==> src/rtl/spi_pkg.sv <==
// Shared encodings and word-length helpers for the SPI target core.
package spi_pkg;

  localparam logic [1:0] MODE_0 = 2'b00;
  localparam logic [1:0] MODE_1 = 2'b01;
  localparam logic [1:0] MODE_2 = 2'b10;
  localparam logic [1:0] MODE_3 = 2'b11;

  localparam logic [1:0] LEN_8  = 2'b00;
  localparam logic [1:0] LEN_16 = 2'b01;
  localparam logic [1:0] LEN_24 = 2'b10;
  localparam logic [1:0] LEN_32 = 2'b11;

  typedef enum logic [1:0] {
    ST_WAIT_HI = 2'd0,
    ST_IDLE    = 2'd1,
    ST_SHIFT   = 2'd2
  } spi_state_e;

  function automatic logic [5:0] word_bits(input logic [1:0] len);
    return ({4'd0, len} + 6'd1) << 3;
  endfunction

  // Index of the first (most significant) bit of a word: N-1.
  function automatic logic [4:0] word_top(input logic [1:0] len);
    return {len, 3'b111};
  endfunction

  function automatic logic [31:0] word_mask(input logic [1:0] len);
    return 32'hFFFF_FFFF >> (6'd32 - word_bits(len));
  endfunction

endpackage

==> src/rtl/spi_sync_edge.sv <==
// Multi-stage synchronizer for one SPI pin with rise/fall detection in the GCLK domain.
module spi_sync_edge #(
  parameter int SYNC_STAGES = 2
) (
  input  logic clk,
  input  logic rst,
  input  logic din,
  output logic level,
  output logic rise,
  output logic fall
);

  logic [SYNC_STAGES-1:0] sync_q;
  logic                   prev_q;

  // Chain resets low so a CS held low across reset never looks high.
  always_ff @(posedge clk) begin
    if (rst) begin
      sync_q <= '0;
      prev_q <= 1'b0;
    end else begin
      sync_q <= {sync_q[SYNC_STAGES-2:0], din};
      prev_q <= sync_q[SYNC_STAGES-1];
    end
  end

  assign level = sync_q[SYNC_STAGES-1];
  assign rise  = level & ~prev_q;
  assign fall  = ~level & prev_q;

endmodule

==> src/rtl/spi_slave_core.sv <==
// SPI target core: modes 0-3, 8/16/24/32-bit words, back-to-back words per CS frame.
// Optional `SPI_SLV_FRAME_ERR_EN adds frame_err_out, pulsing when CS aborts a partial word.
module spi_slave_core
  import spi_pkg::*;
#(
  parameter int SYNC_STAGES = 2
) (
  input  logic        GCLK,
  input  logic        RST,
  input  logic [1:0]  spi_mode_in,
  input  logic [1:0]  word_len_in,
  input  logic [31:0] tx_data_in,
  input  logic        tx_load_in,
  output logic        tx_ready_out,
  output logic [31:0] rx_data_out,
  output logic        rx_valid_out,
  output logic        busy_out,
`ifdef SPI_SLV_FRAME_ERR_EN
  output logic        frame_err_out,
`endif
  input  logic        SCLK_in,
  input  logic        CS_in,
  input  logic        MOSI_in,
  output logic        MISO_out,
  output logic        MISO_oe_out
);

  spi_state_e  state_q, state_d;
  logic [1:0]  mode_q, len_q;
  logic [4:0]  bit_cnt_q;
  logic [31:0] rx_sh_q, tx_sh_q, tx_buf_q, rx_data_q;
  logic        tx_full_q, miso_q, done_q, rx_valid_q;

  logic sclk_lvl, sclk_rise, sclk_fall;
  logic cs_lvl, cs_rise, cs_fall;
  logic mosi_lvl, mosi_rise, mosi_fall;

  spi_sync_edge #(.SYNC_STAGES(SYNC_STAGES)) u_sync_sclk (
    .clk(GCLK), .rst(RST), .din(SCLK_in), .level(sclk_lvl), .rise(sclk_rise), .fall(sclk_fall));
  spi_sync_edge #(.SYNC_STAGES(SYNC_STAGES)) u_sync_cs (
    .clk(GCLK), .rst(RST), .din(CS_in), .level(cs_lvl), .rise(cs_rise), .fall(cs_fall));
  spi_sync_edge #(.SYNC_STAGES(SYNC_STAGES)) u_sync_mosi (
    .clk(GCLK), .rst(RST), .din(MOSI_in), .level(mosi_lvl), .rise(mosi_rise), .fall(mosi_fall));

  logic        in_shift, lead_edge, trail_edge, sample_evt, shift_evt;
  logic        frame_start, last_bit, word_end, consume, accept, abort;
  logic [4:0]  top_idx, new_top_idx;
  logic [31:0] tx_word;

  assign in_shift    = (state_q == ST_SHIFT);
  assign lead_edge   = mode_q[1] ? sclk_fall : sclk_rise;
  assign trail_edge  = mode_q[1] ? sclk_rise : sclk_fall;
  assign sample_evt  = in_shift & (mode_q[0] ? trail_edge : lead_edge);
  assign shift_evt   = in_shift & (mode_q[0] ? lead_edge : trail_edge);
  assign frame_start = (state_q == ST_IDLE) & cs_fall;
  assign top_idx     = word_top(len_q);
  assign new_top_idx = word_top(word_len_in);
  assign last_bit    = (bit_cnt_q == top_idx);
  assign word_end    = sample_evt & last_bit;
  assign consume     = frame_start | word_end;
  assign accept      = tx_load_in & ~tx_full_q;
  assign tx_word     = tx_full_q ? tx_buf_q : '0;
  // A CS rise in the same cycle as the final sample lets the word complete.
  assign abort       = in_shift & cs_rise & (bit_cnt_q != 5'd0) & ~word_end;

  always_ff @(posedge GCLK) begin
    if (RST) state_q <= ST_WAIT_HI;
    else     state_q <= state_d;
  end

  always_comb begin
    state_d = state_q;
    case (state_q)
      ST_WAIT_HI: if (cs_lvl)  state_d = ST_IDLE;
      ST_IDLE:    if (cs_fall) state_d = ST_SHIFT;
      ST_SHIFT:   if (cs_rise) state_d = ST_IDLE;
      default:                 state_d = ST_WAIT_HI;
    endcase
  end

  // Shift datapath; the next TX word is loaded on the sample edge that ends a word.
  always_ff @(posedge GCLK) begin
    if (RST) begin
      mode_q    <= MODE_0;
      len_q     <= LEN_8;
      bit_cnt_q <= '0;
      rx_sh_q   <= '0;
      tx_sh_q   <= '0;
      miso_q    <= 1'b0;
    end else begin
      if (frame_start) begin
        mode_q    <= spi_mode_in;
        len_q     <= word_len_in;
        bit_cnt_q <= '0;
        if (spi_mode_in[0]) begin
          tx_sh_q <= tx_word;
          miso_q  <= 1'b0;
        end else begin
          tx_sh_q <= tx_word << 1;
          miso_q  <= tx_word[new_top_idx];
        end
      end
      if (sample_evt) begin
        rx_sh_q   <= {rx_sh_q[30:0], mosi_lvl};
        bit_cnt_q <= last_bit ? 5'd0 : bit_cnt_q + 5'd1;
        if (last_bit) tx_sh_q <= tx_word;
      end
      if (shift_evt) begin
        miso_q  <= tx_sh_q[top_idx];
        tx_sh_q <= tx_sh_q << 1;
      end
    end
  end

  always_ff @(posedge GCLK) begin
    if (RST) begin
      tx_full_q <= 1'b0;
      tx_buf_q  <= '0;
    end else begin
      if (consume) tx_full_q <= 1'b0;
      if (accept) begin
        tx_full_q <= 1'b1;
        tx_buf_q  <= tx_data_in;
      end
    end
  end

  always_ff @(posedge GCLK) begin
    if (RST) begin
      done_q     <= 1'b0;
      rx_valid_q <= 1'b0;
      rx_data_q  <= '0;
    end else begin
      done_q     <= word_end;
      rx_valid_q <= done_q;
      if (done_q) rx_data_q <= rx_sh_q & word_mask(len_q);
    end
  end

`ifdef SPI_SLV_FRAME_ERR_EN
  logic frame_err_q;
  always_ff @(posedge GCLK) begin
    if (RST) frame_err_q <= 1'b0;
    else     frame_err_q <= abort;
  end
  assign frame_err_out = frame_err_q;
  logic unused_sig;
  assign unused_sig = ^{sclk_lvl, mosi_rise, mosi_fall};
`else
  logic unused_sig;
  assign unused_sig = ^{sclk_lvl, mosi_rise, mosi_fall, abort};
`endif

  assign tx_ready_out = ~tx_full_q;
  assign rx_data_out  = rx_data_q;
  assign rx_valid_out = rx_valid_q;
  assign busy_out     = in_shift;
  assign MISO_oe_out  = in_shift;
  assign MISO_out     = in_shift & miso_q;

endmodule

==> config.mk <==
export PLATFORM = sky130hd
export DESIGN_NAME = spi_slave_core
export DESIGN_NICKNAME = d
export VERILOG_FILES = /design/src/rtl/spi_pkg.sv /design/src/rtl/spi_sync_edge.sv /design/src/rtl/spi_slave_core.sv
export SDC_FILE = /design/constraint.sdc
export NUM_CORES = 1
export LEC_CHECK = 0
export CORE_ASPECT_RATIO = 0.75
export CORE_MARGIN = 3
export CORE_UTILIZATION = 60
export CTS_CLUSTER_DIAMETER = 100
export CTS_CLUSTER_SIZE = 16
export DETAILED_ROUTE_END_ITERATION = 8
export DONT_BUFFER_PORTS = 1
export GPL_ROUTABILITY_DRIVEN = 0
export PLACE_DENSITY = 0.76
export SYNTH_ARGS = -nofsm -noshare
export SYNTH_HDL_FRONTEND = slang
export SYNTH_HIERARCHICAL = 1
export SYNTH_SLANG_ARGS = --single-unit
export TNS_END_PERCENT = 100
==> constraint.sdc <==
create_clock -name GCLK -period 4.9 [get_ports GCLK]
set_clock_uncertainty 0.2 [all_clocks]
set_input_delay 0.98 -clock GCLK [delete_from_list [all_inputs] [get_ports GCLK]]
set_output_delay 0.98 -clock GCLK [all_outputs]
set_load 0.01 [all_outputs]
==> results_dict.tcl <==
set metrics [dict create \
    outcome "finished, final reports clean" \
    crit_required_ns 3.72 \
    crit_family "simple AND/OR/NAND/NOR gates" \
    worstMarginPinSlew_ns 1.18 \
    routed_via_density 5.85 \
    drtPass1Iterations 5 \
    syn_to_final_growth_pct 7.90 \
    clk_pin_slew_ns 0.06 \
    tns_ns 0 \
    clock_sinks 151 \
    post_cts_buffers 0 \
    whs_ns 0.242 \
    crit_chain "nor2b_1 -> and2_1" \
    numCtsBuffers 17 \
    grtUsageTotal 0.238 \
    antenna_cells 0 \
    hold_path_depth 1 \
    initial_core_util 0.632 \
    grt_max_degree 125 \
    cp-end-kind "output pin" \
    dp_cells 849 \
    grt-ovfl-total 0 \
    cts_tree "built" \
    critPathBufInv 0 \
    post-route-drc-count 0 \
    synth_nets 820 \
    grt_pass1_wl_mm 22.7 \
    port_buffers 0 \
    combPwrFrac 0.028 \
    grt_pass1_vias 4989 \
    internal_power_w 0.00197 \
    p_sw_frac 0.219 \
    cp.arrival_ns 1.91 \
    cpMaxStageDelayCell "nor2b_1" \
    finalMaxSlewViolations 0 \
    worstHoldStart "u_sync_cs/sync_q[0]" \
    cp_max_fo 7 \
    max_stage_delay_ns 0.78 \
    synth_warnings 6 \
    ant_nets 0 \
    fin_crit_sh 0.630 \
    finalHoldViolCount 0 \
    nets 781 \
    hp-class "reg -> reg" \
    insertion_delay_ns 0.41 \
    critical_path_class "reg -> out" \
    crit_start "state_q[1]" \
    syn-cell-area_um2 6270 \
    r2r-start "mode_q[1]" \
    clock_path_buffers 2 \
    critPathLaunchType "register" \
    num_rows 31 \
    rsz0062_at_grt "no" \
    design.die.area_um2 11700 \
    worst_r2r_path_depth 5 \
    drtIter0Drc 550 \
    synth_cells 775 \
    antenna_found_initial 0 \
    timing.fmax_mhz 324 \
    power_density_nw_per_um2 373 \
    cap_violations 0 \
    drive_above_1_share 0.0561 \
    total_power_w 0.00252 \
    final-instance-count-excl-fill 880 \
    cts_hold_buf 0 \
    dp_slack_ns 2.01 \
    ir_worst_vdd_uv 270 \
    die_w_um 124 \
    seqPwrFrac 0.500 \
    power.leakage_nw 2.25 \
    slew_headroom 0.208 \
    avgSynthCellArea_um2 8.09 \
    cts-root-buf "clkbuf_16" \
    crit_cells 2 \
    ios 79 \
    die_y_um 94.6 \
    fin_ws_ns 1.81 \
    fin_crit_ns 3.09 \
    switchingPower_w 0.000552 \
    htreeDepth 4 \
    vias 5146 \
    cts_resized 0 \
    hpwl_mm 8.25 \
    clkPwrFrac 0.472 \
    setup_viol 0 \
    wire_per_inst_um 15.4 \
    wirelength_mm 13.5 \
    core_area_um2 9930 \
    nFillCells 835 \
]
## per-layer routing
| layer | track usage | part of all wire | vias to the layer above |
|---|---|---|---|
| met2 | 0.381 | 0.45 | 167 |
| met4 | 0.0830 | 0.014 | 0 |
| met1 | 0.320 | 0.47 | 2413 |
| met3 | 0.0527 | 0.062 | 20 |
| li1 | - | - | 2546 |
| met5 | 0 | 0 | - |
## registers in the layout (all words and copies together), names as in the netlist, 2 cells and up
signal and flops:
bit_cnt_q 5, len_q 2, mode_q 2, rx_data_out 32, rx_sh_q 32, state_q 2, tx_buf_q 32, tx_sh_q 32
u_sync_cs/sync_q 2, u_sync_mosi/sync_q 2, u_sync_sclk/sync_q 2
## through the flow
step | area, um^2 | utilization
6_report | 6770 | 0.682
4_1_cts | 6770 | 0.682
5_1_grt | 6770 | 0.682
3_5_place_dp | 6230 | 0.627
3_3_place_gp | 6230 | 0.627
2_1_floorplan | 6270 | -
## worst paths after layout
kind                                             to  slack (ns)
worst max register to register          tx_sh_q[11]        1.94
worst min-delay path            u_sync_cs/sync_q[1]        0.24
worst min register to register  u_sync_cs/sync_q[1]        0.24
worst max-delay path                       MISO_out        1.81
## power by group through the flow
stage | registers, W | clock network [W] | logic (W)
final | 0.00126 | 0.00119 | 0.0000701
after global routing | 0.00126 | 0.00125 | 0.0000809
after CTS | 0.00126 | 0.00121 | 0.0000702
after detailed placement | 0.00129 | 0 | 0.0000697
after global placement | 0.00129 | 0 | 0.0000673
after floorplan | 0.00128 | 0 | 0.0000748
## layout make-up
class / instances / area [um^2] / area share
multi-input combinational: 558 / 2990 / 0.442
clock inverter: 11 / 105 / 0.0155
inverter: 4 / 15.0 / 0.00222
sequential: 151 / 3020 / 0.447
clock buffer: 20 / 437 / 0.0645
tap: 132 / 165 / 0.0244
timing repair buffer: 4 / 30.0 / 0.00444
## cells in the final DEF (no fill, tap or decap), types with 13 or more instances in the layout
cell	count
a21oi_1	98
a32o_1	28
clkbuf_16	17
dfxtp_1	150
nand2_1	202
nand2b_1	25
nand3_1	21
nand3b_1	13
nor2_1	50
nor2b_1	14
nor3b_1	28
o21ai_0	32
(Power assumes the default switching activity.)
